<file path="src/rtl/mem_access_unit.sv">
// Load/store stage: runs one word transaction on the core memory bus per request,
// with a bounded wait that ends the transaction in error if the bus never responds.
module mem_access_unit #(
  parameter int WORD_WIDTH     = 16,
  parameter int TIMEOUT_CYCLES = 255
) (
  input  logic                  clk_i,
  input  logic                  rst_i,
  input  logic                  req_valid_i,
  input  logic                  req_write_i,
  input  logic [WORD_WIDTH-1:0] addr_i,
  input  logic [WORD_WIDTH-1:0] wdata_i,
  output logic                  req_ready_o,
  output logic                  done_o,
  output logic                  error_o,
  output logic [WORD_WIDTH-1:0] rdata_o,
  output logic                  busy_o,
  output logic                  bus_valid_o,
  output logic                  bus_we_o,
  output logic [WORD_WIDTH-1:0] bus_addr_o,
  output logic [WORD_WIDTH-1:0] bus_wdata_o,
  input  logic                  bus_ready_i,
  input  logic [WORD_WIDTH-1:0] bus_rdata_i,
  input  logic                  bus_err_i
);

  localparam int TO_WIDTH = $clog2(TIMEOUT_CYCLES + 1);
  localparam logic [TO_WIDTH-1:0] CNT_LAST = TO_WIDTH'(TIMEOUT_CYCLES - 1);

  typedef enum logic [1:0] {
    ST_IDLE = 2'd0,
    ST_BUS  = 2'd1,
    ST_DONE = 2'd2
  } state_t;

  state_t                state_q, state_d;
  logic                  we_q, we_d;
  logic [WORD_WIDTH-1:0] addr_q, addr_d;
  logic [WORD_WIDTH-1:0] wdata_q, wdata_d;
  logic [WORD_WIDTH-1:0] rdata_q, rdata_d;
  logic                  error_q, error_d;
  logic [TO_WIDTH-1:0]   cnt_q, cnt_d;

  // State and datapath registers
  always_ff @(posedge clk_i) begin
    if (rst_i) begin
      state_q <= ST_IDLE;
      we_q    <= 1'b0;
      addr_q  <= '0;
      wdata_q <= '0;
      rdata_q <= '0;
      error_q <= 1'b0;
      cnt_q   <= '0;
    end else begin
      state_q <= state_d;
      we_q    <= we_d;
      addr_q  <= addr_d;
      wdata_q <= wdata_d;
      rdata_q <= rdata_d;
      error_q <= error_d;
      cnt_q   <= cnt_d;
    end
  end

  // Next-state and datapath update; error_q is only ever set on entry to DONE
  always_comb begin
    state_d = state_q;
    we_d    = we_q;
    addr_d  = addr_q;
    wdata_d = wdata_q;
    rdata_d = rdata_q;
    error_d = 1'b0;
    cnt_d   = cnt_q;
    case (state_q)
      ST_IDLE, ST_DONE: begin
        if (req_valid_i) begin
          state_d = ST_BUS;
          we_d    = req_write_i;
          addr_d  = addr_i;
          wdata_d = wdata_i;
          cnt_d   = '0;
        end else begin
          state_d = ST_IDLE;
        end
      end
      ST_BUS: begin
        if (bus_ready_i) begin
          state_d = ST_DONE;
          error_d = bus_err_i;
          if (!we_q && !bus_err_i) begin
            rdata_d = bus_rdata_i;
          end else begin
            rdata_d = rdata_q;
          end
        end else if (cnt_q == CNT_LAST) begin
          state_d = ST_DONE;
          error_d = 1'b1;
        end else begin
          cnt_d = cnt_q + TO_WIDTH'(1);
        end
      end
      default: begin
        state_d = ST_IDLE;
      end
    endcase
  end

  // Outputs decoded from registered state only
  always_comb begin
    req_ready_o = (state_q == ST_IDLE) || (state_q == ST_DONE);
    busy_o      = (state_q == ST_BUS);
    bus_valid_o = (state_q == ST_BUS);
    done_o      = (state_q == ST_DONE);
    error_o     = error_q && (state_q == ST_DONE);
    rdata_o     = rdata_q;
    bus_we_o    = we_q;
    bus_addr_o  = addr_q;
    bus_wdata_o = wdata_q;
  end

endmodule

</file>
<file path="config.mk">
export PLATFORM = sky130hd
export DESIGN_NAME = mem_access_unit
export DESIGN_NICKNAME = d
export VERILOG_FILES = /design/src/rtl/mem_access_unit.sv
export SDC_FILE = /design/constraint.sdc
export NUM_CORES = 1
export LEC_CHECK = 0
export CORE_MARGIN = 2
export CORE_UTILIZATION = 40
export DETAILED_ROUTE_END_ITERATION = 10
export GPL_TIMING_DRIVEN = 1
export PLACE_DENSITY = 0.79
export SYNTH_ARGS = -nofsm -noshare
export SYNTH_HDL_FRONTEND = slang
export SYNTH_SLANG_ARGS = --single-unit
</file>
<file path="constraint.sdc">
create_clock -name clk_i -period 1.95 [get_ports clk_i]
set_input_delay 0.4875 -clock clk_i [delete_from_list [all_inputs] [get_ports clk_i]]
set_output_delay 0.4875 -clock clk_i [all_outputs]
set_load 0.01 [all_outputs]
</file>
---- Yosys cells after proc, flatten, opt, wreduce, memory -nomap -nowiden ----
Index checks and enable logic that the tools add are counted.
storage, ports and cells
  output and inout port bits .............. 54
  register bits ........................... 60
  input port bits ......................... 54
  logic and storage cells ................. 38
cells by class
  bitwise gates (word level) .............. 1
  multiplexer cells ....................... 10
  reductions and logical operators ........ 12
  equality and inequality tests ........... 7
  add/sub/neg operators ................... 1
operators with widths
  operator                                                count
  two-way mux 8 bit                                       3
  one-hot mux 8 bit (2 select lines)                      1
  adder 8 x 1 -> 8 bit (second input constant)            1
  == test 8 bit (second input constant)                   1
  inequality test 2 bit (second input constant)           3
  two-way mux 2 bit                                       2
  one-hot mux 2 bit (2 select lines)                      1
  AND reduction 4 bit                                     1
  OR reduction 2 bit                                      2
  two-way mux 1 bit                                       3
  inequality test 3 x 1 -> 1 bit (second input constant)  1
  AND reduction 3 bit                                     1
  == test 2 x 1 -> 1 bit (second input constant)          1
  == test 2 bit (second input constant)                   1
  logical AND 1 bit                                       2
  logical NOT 1 bit                                       2
  logical NOT 2 bit                                       1
  AND reduction 2 bit                                     1
  nonzero test 2 bit                                      1
  logical OR 1 bit                                        1
  NOT 1 bit                                               1

---- Logic depth before layout (Yosys ltp) ----
  depth after elaboration ................. 4
  depth in mapped cells ................... 7
  depth with buffers taken out ............ 6

---- Worst setup path after synthesis ----
No wires, ideal clock.
  path type ............................... input to register
  start point ............................. input rst_i
  end point ............................... register cnt_q[7]
  path slack .............................. 0.219 ns
  library setup time ...................... 0.063 ns
  buffers on the path ..................... 1
  cell stages on the path ................. 4
  required time ........................... 1.887 ns
  data arrival time ....................... 1.668 ns
  cell sequence ........................... buf_6 -> or4b_4 -> or4_1 -> nand3_1
RTL lines
  item                    RTL line  source
  start: declaration      8         input logic rst_i,
  end signal: assignment  61        cnt_q <= cnt_d;
  end: declaration        42        logic [TO_WIDTH-1:0] cnt_q, cnt_d;

---- Worst setup path in the final report ----
  start point ............................. register state_q[1]
  end point ............................... output done_o
on the way
  cells in the longest elaborated chain, start to end .. 1
RTL lines
  item                      RTL line  source
  start: declaration        36        state_t state_q, state_d;
  start signal: assignment  55        state_q <= state_d;
  == test 2 bit             113       done_o = (state_q == ST_DONE);
  end: declaration          14        output logic done_o,
Every way passes these cells.

==> out/metrics.yaml <==
worst_pin_slew_ps: 544.5
final_cell_mix: "104 x nand2_1, 103 x clkdlybuf4s50_1, 58 x dfxtp_1"
pin_count: 108
final_area_sq_um: 3637
hold_path_class: "reg -> reg"
cts-htree-levels: 3
skew_ps: 5.747
r2r_slack_ps: 410
crit_fanout: 4
status: "finished clean"
leakage_nw: 1.355
powerDensity_nw_per_um2: 733.7
avgRoutedWirePerCell_um: 12.68
grtUsageTotal_pct: 20.07
final-hold-violation-count: 0
worst_hold_path.endpoint: "rdata_o[1]"
grt_first_pass_wirelength_um: 10010
cts_sinks: 60
ys_types: 29
finalSetupViolCount: 0
die_width_um: 79.12
period_needed_ps: 1855
power_switching_uw: 635.1
multi_input_area_sq_um: 965.9
gr-total-overflow: 0
startpoint_type: "flip-flop"
end_kind: "output pin"
pwr-share-seq_pct: 49.0
yosys_register_bits: 60
vias: 2340
core_sq_um: 5473
yosys_warnings: 0
cts_tree: "built"
clock.fmax_mhz: 539.2
clk_latency_ps: 320
wirelength_um: 6046
io_buffers: 107
final_common_cell: "nand2_1"
crit_required_ps: 1460
post_cts.repair.setup_buffers: 0
comb_power_share_pct: 15.1
first_pass_iters: 4
placed_cell_area_sq_um: 3467
switching_share_pct: 23.80
synth_area_sq_um: 2257
clockBufferDepth: 2
drive_above_1_share_pct: 8.148
rr_worst_depth: 5
worstHoldStart: "rdata_o[1]"
route.detailed.drc: 0
diodes: 0
ys_seq_area_share_pct: 53.22
slew_headroom_pct: 63.70
peakVddDrop_mv: 0.5289
tns_ps: 0
regToRegStartpoint: "cnt_q[0]"
clk_pin_slew_ps: 60
n_fill_cell: 479
place.gp.congestion: 0.8285
max-cap-violations: 0
syn-mean-instance-area_sq_um: 7.837
antenna_found_initial: 0
antenna_left: 0
p_total_mw: 2.669
synthCells: 288
final_core_util_pct: 66.46
clockPowerShare_pct: 35.9
regArea_sq_um: 1204
drtIter0Drc: 78
cts_buffers: 9
root_buffer: "clkbuf_8"
hold_depth: 2
internal_power_mw: 2.033
drv_slew: 0
whs_ps: 450.1
die_y_um: 79.12
r2r_end: "cnt_q[6]"
vias_per_cell: 4.906
nets: 457
arrival_ps: 1370
finalCritPeriodShare_pct: 95.11
grt_max_degree: 53
start_util_pct: 41.24
dieArea_sq_um: 6260
grt_pass1_vias: 2361
path_class: "reg -> out"
area_growth_pct: 61.14
rsz0062_at_grt: "no"
syn_nets: 344
hpwl_um: 4291
num_rows: 27
[flip-flops by register name, indices dropped and copies added, names as in the netlist]
name,cells
cnt_q,8
bus_we_o,1
rdata_o,16
bus_wdata_o,16
state_q,2
error_q,1
bus_addr_o,16
[logic make-up after synthesis]
group	Yosys count	share of synthesized area, %
AOI/OAI and AO/OA	60	13.80
adders and majority gates	2	1.108
DFF	60	53.21
and+or+nand+nor	144	27.66
buffers and inverters	22	4.213
[metrics by stage]
| step | instances | worst slack [ps] |
|---|---|---|
| floorplan | 288 | 219.4 |
| global placement | 462 | -151.9 |
| detailed placement | 462 | -181.9 |
| CTS | 477 | 75.73 |
| global route | 477 | 45.89 |
| finish | 477 | 95.40 |
[how the worst max path moves through the flow]
stage	start	end	slack (ps)	cells after the start
global placement	bus_ready_i	cnt_q[7]	-150	4
floorplan	rst_i	cnt_q[7]	220	4
finish	state_q[1]	done_o	100	2
detailed placement	bus_ready_i	cnt_q[6]	-180	5
global route	state_q[1]	done_o	50	2
CTS	state_q[1]	done_o	80	2
[synthesized netlist by cell type]
| cell type | instances | area, sq um |
|---|---|---|
| nand2_1 | 104 | 390.4 |
| dfxtp_1 | 60 | 1201 |
| a21oi_1 | 52 | 260.3 |
| nand3_1 | 18 | 90.09 |
| clkbuf_1 | 14 | 52.55 |
| inv_1 | 5 | 18.77 |
| nor2_1 | 3 | 11.26 |
| o211ai_1 | 3 | 22.52 |
| or3_1 | 3 | 18.77 |
| and2_1 | 2 | 12.51 |
| and3_1 | 2 | 12.51 |
| ha_1 | 2 | 25.02 |
| nor2b_1 | 2 | 12.51 |
| o21ai_0 | 2 | 10.01 |
| or2_2 | 2 | 12.51 |
| a21boi_0 | 1 | 7.510 |
| a31oi_1 | 1 | 6.260 |
| buf_2 | 1 | 5.000 |
| buf_4 | 1 | 7.510 |
| buf_6 | 1 | 11.26 |
| nand2b_1 | 1 | 6.260 |
| nand3b_1 | 1 | 7.510 |
| nand4_1 | 1 | 6.260 |
| nor3_1 | 1 | 5.000 |
| nor3b_1 | 1 | 7.510 |
| o21ai_1 | 1 | 5.000 |
| or4_1 | 1 | 7.510 |
| or4b_1 | 1 | 10.01 |
| or4b_4 | 1 | 13.76 |
[power by group through the flow]
stage                     Clock (mW)  Sequential [mW]  Combinational, mW
final                          0.958             1.31              0.404
after global routing            1.04             1.31              0.440
after CTS                      0.991             1.31              0.409
after detailed placement           0             1.33              0.408
after global placement             0             1.33              0.404
after floorplan                    0             1.35              0.123
[critical path: stages (launching register included)]
cell and delay (ps):
dfxtp_2 350, nor2b_2 150, clkdlybuf4s50_1 540
[final cells by class]
type,instances,area share (%)
clock buffers,13,4.369
clock inverters,2,0.2752
inverters,5,0.5160
multi-input cells,206,26.56
flip-flops and latches,60,33.09
well taps,72,2.477
repair buffers,119,32.71
[per-layer routing]
metal	part of all wire, %	GRT usage, %	wire length [um]	vias to the layer above
met5	0	0	0	-
met4	1.2	8.793	72	0
met3	8.8	7.727	531	12
met2	49	35.08	2977	85
met1	41	21.41	2465	1066
li1	-	-	-	1177
[repair_timing]
item / CTS / global route
gates resized for setup: 6 / 0
endpoints found under the hold margin: 0 / 0
endpoints found under the setup margin: 3 / 0
hold buffers: 0 / 0
(Power assumes the default switching activity.)
